**src/rtl/apb_reg_slave_if.sv**
```systemverilog
// rtl/apb_reg_slave_if.sv - APB bus bundle between the bridge master port and a register slave
interface apb_reg_slave_if;
    logic [31:0] paddr;
    logic        psel;
    logic        penable;
    logic        pwrite;
    logic [2:0]  pprot;
    logic [3:0]  pstrb;
    logic [31:0] pwdata;
    logic        pready;
    logic        pslverr;
    logic [31:0] prdata;

    modport master (
        output paddr, psel, penable, pwrite, pprot, pstrb, pwdata,
        input  pready, pslverr, prdata
    );

    modport slave (
        input  paddr, psel, penable, pwrite, pprot, pstrb, pwdata,
        output pready, pslverr, prdata
    );
endinterface

```
**src/rtl/apb_reg_slave.sv**
```systemverilog
// rtl/apb_reg_slave.sv - APB register bank responder with wait states, byte strobes and PSLVERR
module apb_reg_slave #(
    parameter int  reg_n            = 8,
    parameter int  rw_reg_n         = 4,
    parameter int  wait_cycles      = 0,
    parameter bit  privileged_only  = 1'b0,
    parameter real simulation_delay = 1.0
) (
    input  logic                                                   clk,
    input  logic                                                   rst_n,
    apb_reg_slave_if.slave                                         s_apb,
    output logic [((rw_reg_n > 0) ? rw_reg_n : 1)*32-1:0]          reg_out,
    input  logic [((reg_n > rw_reg_n) ? reg_n - rw_reg_n : 1)*32-1:0] status_in,
    output logic [((rw_reg_n > 0) ? rw_reg_n : 1)-1:0]             wr_pulse
);
    localparam int         rw_n             = (rw_reg_n > 0) ? rw_reg_n : 1;
    localparam int         ro_n             = (reg_n > rw_reg_n) ? reg_n - rw_reg_n : 1;
    localparam logic [3:0] wait_init        = 4'(wait_cycles);
    // Zero-delay RTL; simulation_delay is accepted for interface compatibility only.
    localparam real        unused_sim_delay = simulation_delay;

    typedef enum logic {IDLE, ACCESS} state_t;

    state_t      state, state_next;
    logic [9:0]  idx_q;
    logic        wr_q;
    logic [3:0]  cnt;
    logic        pready_q, pslverr_q;
    logic [31:0] prdata_q;
    logic [31:0] regs [rw_n];

    logic [9:0]  idx_in;
    logic        err_in;
    logic [31:0] rd_word;
    logic        do_setup, do_step, do_done, do_abort;
    logic        unused_bits;

    assign idx_in      = s_apb.paddr[11:2];
    assign unused_bits = ^{s_apb.paddr[31:12], s_apb.paddr[1:0], s_apb.pprot[2:1]};

    assign s_apb.pready  = pready_q;
    assign s_apb.pslverr = pslverr_q;
    assign s_apb.prdata  = prdata_q;

    // Access legality and read-word selection for the address presented at SETUP.
    always_comb begin
        err_in  = (int'(idx_in) >= reg_n)
                | (s_apb.pwrite & (int'(idx_in) >= rw_reg_n))
                | (privileged_only & ~s_apb.pprot[0]);
        rd_word = '0;
        for (int i = 0; i < rw_n; i++) begin
            if (i < rw_reg_n && int'(idx_in) == i) rd_word = regs[i];
        end
        for (int j = 0; j < ro_n; j++) begin
            if (j < reg_n - rw_reg_n && int'(idx_in) == rw_reg_n + j)
                rd_word = status_in[j*32 +: 32];
        end
    end

    // Next-state and transfer-phase decode.
    always_comb begin
        state_next = state;
        do_setup   = 1'b0;
        do_step    = 1'b0;
        do_done    = 1'b0;
        do_abort   = 1'b0;
        case (state)
            IDLE: begin
                if (s_apb.psel && !s_apb.penable) begin
                    do_setup   = 1'b1;
                    state_next = ACCESS;
                end
            end
            ACCESS: begin
                if (!s_apb.psel) begin
                    do_abort   = 1'b1;
                    state_next = IDLE;
                end else if (s_apb.penable) begin
                    if (pready_q) begin
                        do_done    = 1'b1;
                        state_next = IDLE;
                    end else begin
                        do_step    = 1'b1;
                    end
                end
            end
            default: state_next = IDLE;
        endcase
    end

    // FSM state register.
    always_ff @(posedge clk or negedge rst_n) begin
        if (!rst_n) state <= IDLE;
        else        state <= state_next;
    end

    // Transfer context and registered APB response.
    always_ff @(posedge clk or negedge rst_n) begin
        if (!rst_n) begin
            idx_q     <= '0;
            wr_q      <= 1'b0;
            cnt       <= '0;
            pready_q  <= 1'b0;
            pslverr_q <= 1'b0;
            prdata_q  <= '0;
        end else if (do_setup) begin
            idx_q     <= idx_in;
            wr_q      <= s_apb.pwrite;
            cnt       <= wait_init;
            pready_q  <= (wait_cycles == 0);
            pslverr_q <= err_in;
            prdata_q  <= (s_apb.pwrite || err_in) ? 32'd0 : rd_word;
        end else if (do_step) begin
            cnt       <= cnt - 4'd1;
            pready_q  <= (cnt == 4'd1);
        end else if (do_done || do_abort) begin
            pready_q  <= 1'b0;
            pslverr_q <= 1'b0;
        end
    end

    // RW register bank: byte-strobed commit on a clean completion, one-cycle pulse per write.
    always_ff @(posedge clk or negedge rst_n) begin
        if (!rst_n) begin
            for (int i = 0; i < rw_n; i++) regs[i] <= '0;
            wr_pulse <= '0;
        end else begin
            wr_pulse <= '0;
            if (do_done && wr_q && !pslverr_q) begin
                for (int i = 0; i < rw_n; i++) begin
                    if (i < rw_reg_n && int'(idx_q) == i) begin
                        for (int k = 0; k < 4; k++) begin
                            if (s_apb.pstrb[k]) regs[i][8*k +: 8] <= s_apb.pwdata[8*k +: 8];
                        end
                        wr_pulse[i] <= 1'b1;
                    end
                end
            end
        end
    end

    // Fabric-side view of the RW registers.
    always_comb begin
        reg_out = '0;
        for (int i = 0; i < rw_n; i++) begin
            if (i < rw_reg_n) reg_out[i*32 +: 32] = regs[i];
        end
    end
endmodule
```
**src/flat_wrapper.sv**
```systemverilog
// flat-port wrapper written by rule: the top's interface ports become plain ports
module apb_reg_slave_flat 
#(
    parameter int  reg_n            = 8,
    parameter int  rw_reg_n         = 4,
    parameter int  wait_cycles      = 0,
    parameter bit  privileged_only  = 1'b0,
    parameter real simulation_delay = 1.0
)
  (clk, rst_n, reg_out, status_in, wr_pulse, s_apb_paddr, s_apb_psel, s_apb_penable, s_apb_pwrite, s_apb_pprot, s_apb_pstrb, s_apb_pwdata, s_apb_pready, s_apb_pslverr, s_apb_prdata);
  apb_reg_slave_if s_apb_i ();
  input  logic clk;
  input  logic rst_n;
  output logic [((rw_reg_n > 0) ? rw_reg_n : 1)*32-1:0] reg_out;
  input  logic [((reg_n > rw_reg_n) ? reg_n - rw_reg_n : 1)*32-1:0] status_in;
  output logic [((rw_reg_n > 0) ? rw_reg_n : 1)-1:0] wr_pulse;
  input wire logic [$bits(s_apb_i.paddr)-1:0] s_apb_paddr;
  input wire logic [$bits(s_apb_i.psel)-1:0] s_apb_psel;
  input wire logic [$bits(s_apb_i.penable)-1:0] s_apb_penable;
  input wire logic [$bits(s_apb_i.pwrite)-1:0] s_apb_pwrite;
  input wire logic [$bits(s_apb_i.pprot)-1:0] s_apb_pprot;
  input wire logic [$bits(s_apb_i.pstrb)-1:0] s_apb_pstrb;
  input wire logic [$bits(s_apb_i.pwdata)-1:0] s_apb_pwdata;
  output wire logic [$bits(s_apb_i.pready)-1:0] s_apb_pready;
  output wire logic [$bits(s_apb_i.pslverr)-1:0] s_apb_pslverr;
  output wire logic [$bits(s_apb_i.prdata)-1:0] s_apb_prdata;
  assign s_apb_i.paddr = s_apb_paddr;
  assign s_apb_i.psel = s_apb_psel;
  assign s_apb_i.penable = s_apb_penable;
  assign s_apb_i.pwrite = s_apb_pwrite;
  assign s_apb_i.pprot = s_apb_pprot;
  assign s_apb_i.pstrb = s_apb_pstrb;
  assign s_apb_i.pwdata = s_apb_pwdata;
  assign s_apb_pready = s_apb_i.pready;
  assign s_apb_pslverr = s_apb_i.pslverr;
  assign s_apb_prdata = s_apb_i.prdata;
  apb_reg_slave #(.reg_n(reg_n), .rw_reg_n(rw_reg_n), .wait_cycles(wait_cycles), .privileged_only(privileged_only), .simulation_delay(simulation_delay)) u_core (.clk(clk), .rst_n(rst_n), .s_apb(s_apb_i), .reg_out(reg_out), .status_in(status_in), .wr_pulse(wr_pulse));
endmodule
```
**config.mk**
```make
export PLATFORM = sky130hd
export DESIGN_NAME = apb_reg_slave_flat
export DESIGN_NICKNAME = d
export VERILOG_FILES = /design/src/rtl/apb_reg_slave_if.sv /design/src/rtl/apb_reg_slave.sv /design/src/flat_wrapper.sv
export SDC_FILE = /design/constraint.sdc
export NUM_CORES = 1
export LEC_CHECK = 0
export CORE_ASPECT_RATIO = 0.6
export CORE_UTILIZATION = 30
export DETAILED_ROUTE_END_ITERATION = 6
export GPL_ROUTABILITY_DRIVEN = 0
export HOLD_SLACK_MARGIN = 0.12
export PLACE_DENSITY = 0.56
export SYNTH_ARGS = -nofsm -noshare
export SYNTH_HDL_FRONTEND = slang
export SYNTH_SLANG_ARGS = --single-unit
```
**constraint.sdc**
```tcl
create_clock -name clk -period 3.84 [get_ports clk]
set_input_delay 0.96 -clock clk [delete_from_list [all_inputs] [get_ports clk]]
set_output_delay 0.96 -clock clk [all_outputs]
set_load 0.05 [all_outputs]
```
==> results.json <==
{
  "grt_pass1_wl_um": 49600,
  "timing.critical_path.from": "u_core.s_apb.pready",
  "arrival_ns": 1.89,
  "post_cts_buffers": 0,
  "ys_seq_elements": 182,
  "yosysWarnings": 0,
  "crit_path_cell_trace": "clkdlybuf4s50_1",
  "dpl.hpwl_um": 23800,
  "fp.dieW_um": 228,
  "die_h_um": 138,
  "synth_area_leaders": "dfrtp_1 (50%), mux2_2 (17%), mux2i_1 (7.0%), a211o_1 (3.1%), o31ai_1 (2.6%)",
  "first_pass_iters": 5,
  "fin_area_um2": 13700,
  "critPathMaxStageDelay_ns": 0.92,
  "hp-start": "u_core.s_apb.prdata[11]",
  "ys_seq_area_share_pct": 49.6,
  "netlist_area_um2": 9180,
  "yosys.area.top_type": "dfrtp_1",
  "syn-num-nets": 973,
  "grt-ovfl-total": 0,
  "drc": 0,
  "slew_viol_final": 0,
  "finalHoldViolCount": 0,
  "nFillCells": 2773,
  "synthArstFlopShare_pct": 100,
  "clock_skew_ns": 0.00580,
  "powerDensity_nw_per_um2": 330,
  "r2r_start": "u_core.idx_q[2]",
  "crit_fanout": 10,
  "syn_avg_cell_area_um2": 12.0,
  "synth-edff-count": 0,
  "ff_latch_area_um2": 4550,
  "cp-end-kind": "output pin",
  "tightest_slew_ns": 0.973,
  "cts_sinks": 182,
  "p_leak_nw": 5.99,
  "ir_worst_vdd_mv": 0.259,
  "first_global_vias": 7623,
  "slew_headroom_pct": 35.0,
  "ctsHoldBuffers": 0,
  "worstSetupStartpointType": "flop",
  "area_growth_pct": 49.5,
  "max_cap_violations": 0,
  "cts_tree": "done",
  "synth_cell_types": 41,
  "rsz0062_at_grt": "no",
  "io_buffers": 344,
  "fp.dieArea_um2": 31300,
  "cts.repair.resized": 0,
  "cts_max_path_buffers": 2,
  "clockRootBuffer": "clkbuf_16",
  "wirelength_um": 33700,
  "status": "complete, no violations",
  "num_vias": 7520,
  "via_per_inst": 4.96,
  "fin_tns_setup_ns": 0,
  "crit_required_ns": 2.88,
  "hold_ws_ns": 0.476,
  "finalSetupViolCount": 0,
  "ios": 370,
  "finalCritPeriodShare_pct": 74.3,
  "synthFlopType": "dfrtp_1",
  "place_area_um2": 13100,
  "crit_family": "buffers and inverters",
  "hold_path_class": "reg2reg",
  "critPathKind": "reg2out",
  "multi_input_area_um2": 4380,
  "antenna_found_initial": 2,
  "grt.total_usage_pct": 21.6,
  "routedWlPerCell_um": 22.2,
  "syn_inst": 767,
  "core_um2": 30000,
  "clk_pin_slew_worst_paths_ns": 0.07,
  "grt_max_degree": 83,
  "max_freq_ghz": 0.350,
  "h-tree-depth": 4,
  "initial_core_util_pct": 30.6,
  "synth_top_area_share_pct": 49.6,
  "finalNetCount": 1300,
  "postRouteAntennaNets": 0,
  "rows": 49,
  "cpMaxStageDelayCell": "clkdlybuf4s50_1",
  "min_period_ns": 2.85,
  "cts_buffers": 17,
  "cp.buffers_inverters": 1,
  "dr.first_iter.drc_count": 375,
  "drive_above_1_share_pct": 19.3,
  "insertion_delay_ns": 0.45
}
==> power by group <==
part | switching [W] | internal [W]
logic | 0.000294 | 0.000297
clock network | 0.000807 | 0.00113
registers | 0.0000483 | 0.00195
total | 0.00115 | 0.00338
==> flip-flops by register name (all words and copies together) (netlist names) <==
name / flops
u_core.wr_pulse: 4
u_core.wr_q: 1
u_core.cnt: 4
u_core.idx_q: 10
u_core.state: 1
u_core.s_apb.prdata: 32
u_core.s_apb.pslverr: 1
u_core.reg_out: 128
u_core.s_apb.pready: 1
==> cells in the mapped netlist (2+ instances only) <==
| library cell | number |
|---|---|
| inv_1 | 6 |
| nand3_1 | 3 |
| a22o_1 | 4 |
| buf_4 | 4 |
| ha_1 | 2 |
| o31ai_1 | 32 |
| nand3_4 | 6 |
| dfrtp_1 | 182 |
| a21oi_1 | 3 |
| or2_2 | 2 |
| nand4_4 | 4 |
| a211o_1 | 32 |
| buf_1 | 3 |
| nand2b_1 | 34 |
| buf_2 | 8 |
| nand2_1 | 39 |
| a31oi_1 | 32 |
| nand3_2 | 6 |
| and2_1 | 3 |
| nor2b_1 | 35 |
| mux2_2 | 139 |
| or4_1 | 2 |
| o21ai_0 | 3 |
| nor2_1 | 34 |
| clkbuf_1 | 35 |
| nor3_1 | 2 |
| o22ai_1 | 35 |
| mux2i_1 | 64 |
==> routing by layer <==
| metal | wire length, µm | GRT usage [%] |
|---|---|---|
| met1 | 16200 | 29.5 |
| met2 | 14900 | 33.1 |
| met3 | 2270 | 7.26 |
| met4 | 257 | 4.28 |
| met5 | 11 | 0 |
==> cells in the final DEF (no fill, tap or decap), types with 17 or more instances in the layout <==
master           netlist  final
nand2b_1              34     33
mux2i_1               64     64
nand2_1               39     39
a211o_1               32     32
o31ai_1               32     32
clkbuf_16              0     17
mux2_2               139    139
nor2b_1               35     34
clkdlybuf4s50_1        0    340
nor2_1                34     34
o22ai_1               35     35
dfrtp_1              182    182
a31oi_1               32     32
==> stage by stage <==
stage	power, W	cells	util, %	worst slack (ns)
after floorplan	0.00228	767	-	1.36
after global placement	0.00263	1483	43.6	0.567
after detailed placement	0.00264	1483	43.6	0.542
after CTS	0.00458	1515	45.7	0.959
after global routing	0.00470	1515	45.7	0.857
final	0.00453	1516	45.7	0.985
==> area by class of cell <==
cell class,count,share of cell area [%]
clock buffer,21,3.35
timing repair buffer,360,26.4
sequential,182,33.2
multi-input combinational,527,31.9
clock inverter,11,1.25
antenna,1,0.0182
inverter,6,0.164
tap,408,3.72
==> cell families after synthesis <==
kind of cell | share of synthesized area, %
compound gates | 11.2
fa+ha+maj | 0.273
simple gates | 12.0
mux | 24.0
flops | 49.6
buf+inv | 2.88
==> path summary, 6_finish.rpt <==
path | cells past startpoint | end | slack [ns]
worst max-delay path | 1 | s_apb_pready | 0.99
worst min-delay path | 2 | u_core.s_apb.prdata[11] | 0.48
worst max register to register | 5 | u_core.reg_out[10] | 1.45
worst min register to register | 2 | u_core.s_apb.prdata[11] | 0.48
max in group asynchronous | 2 | u_core.s_apb.prdata[26] | 2.49
min in group asynchronous | 1 | u_core.reg_out[10] | 0.56
(Power assumes the default switching activity.)
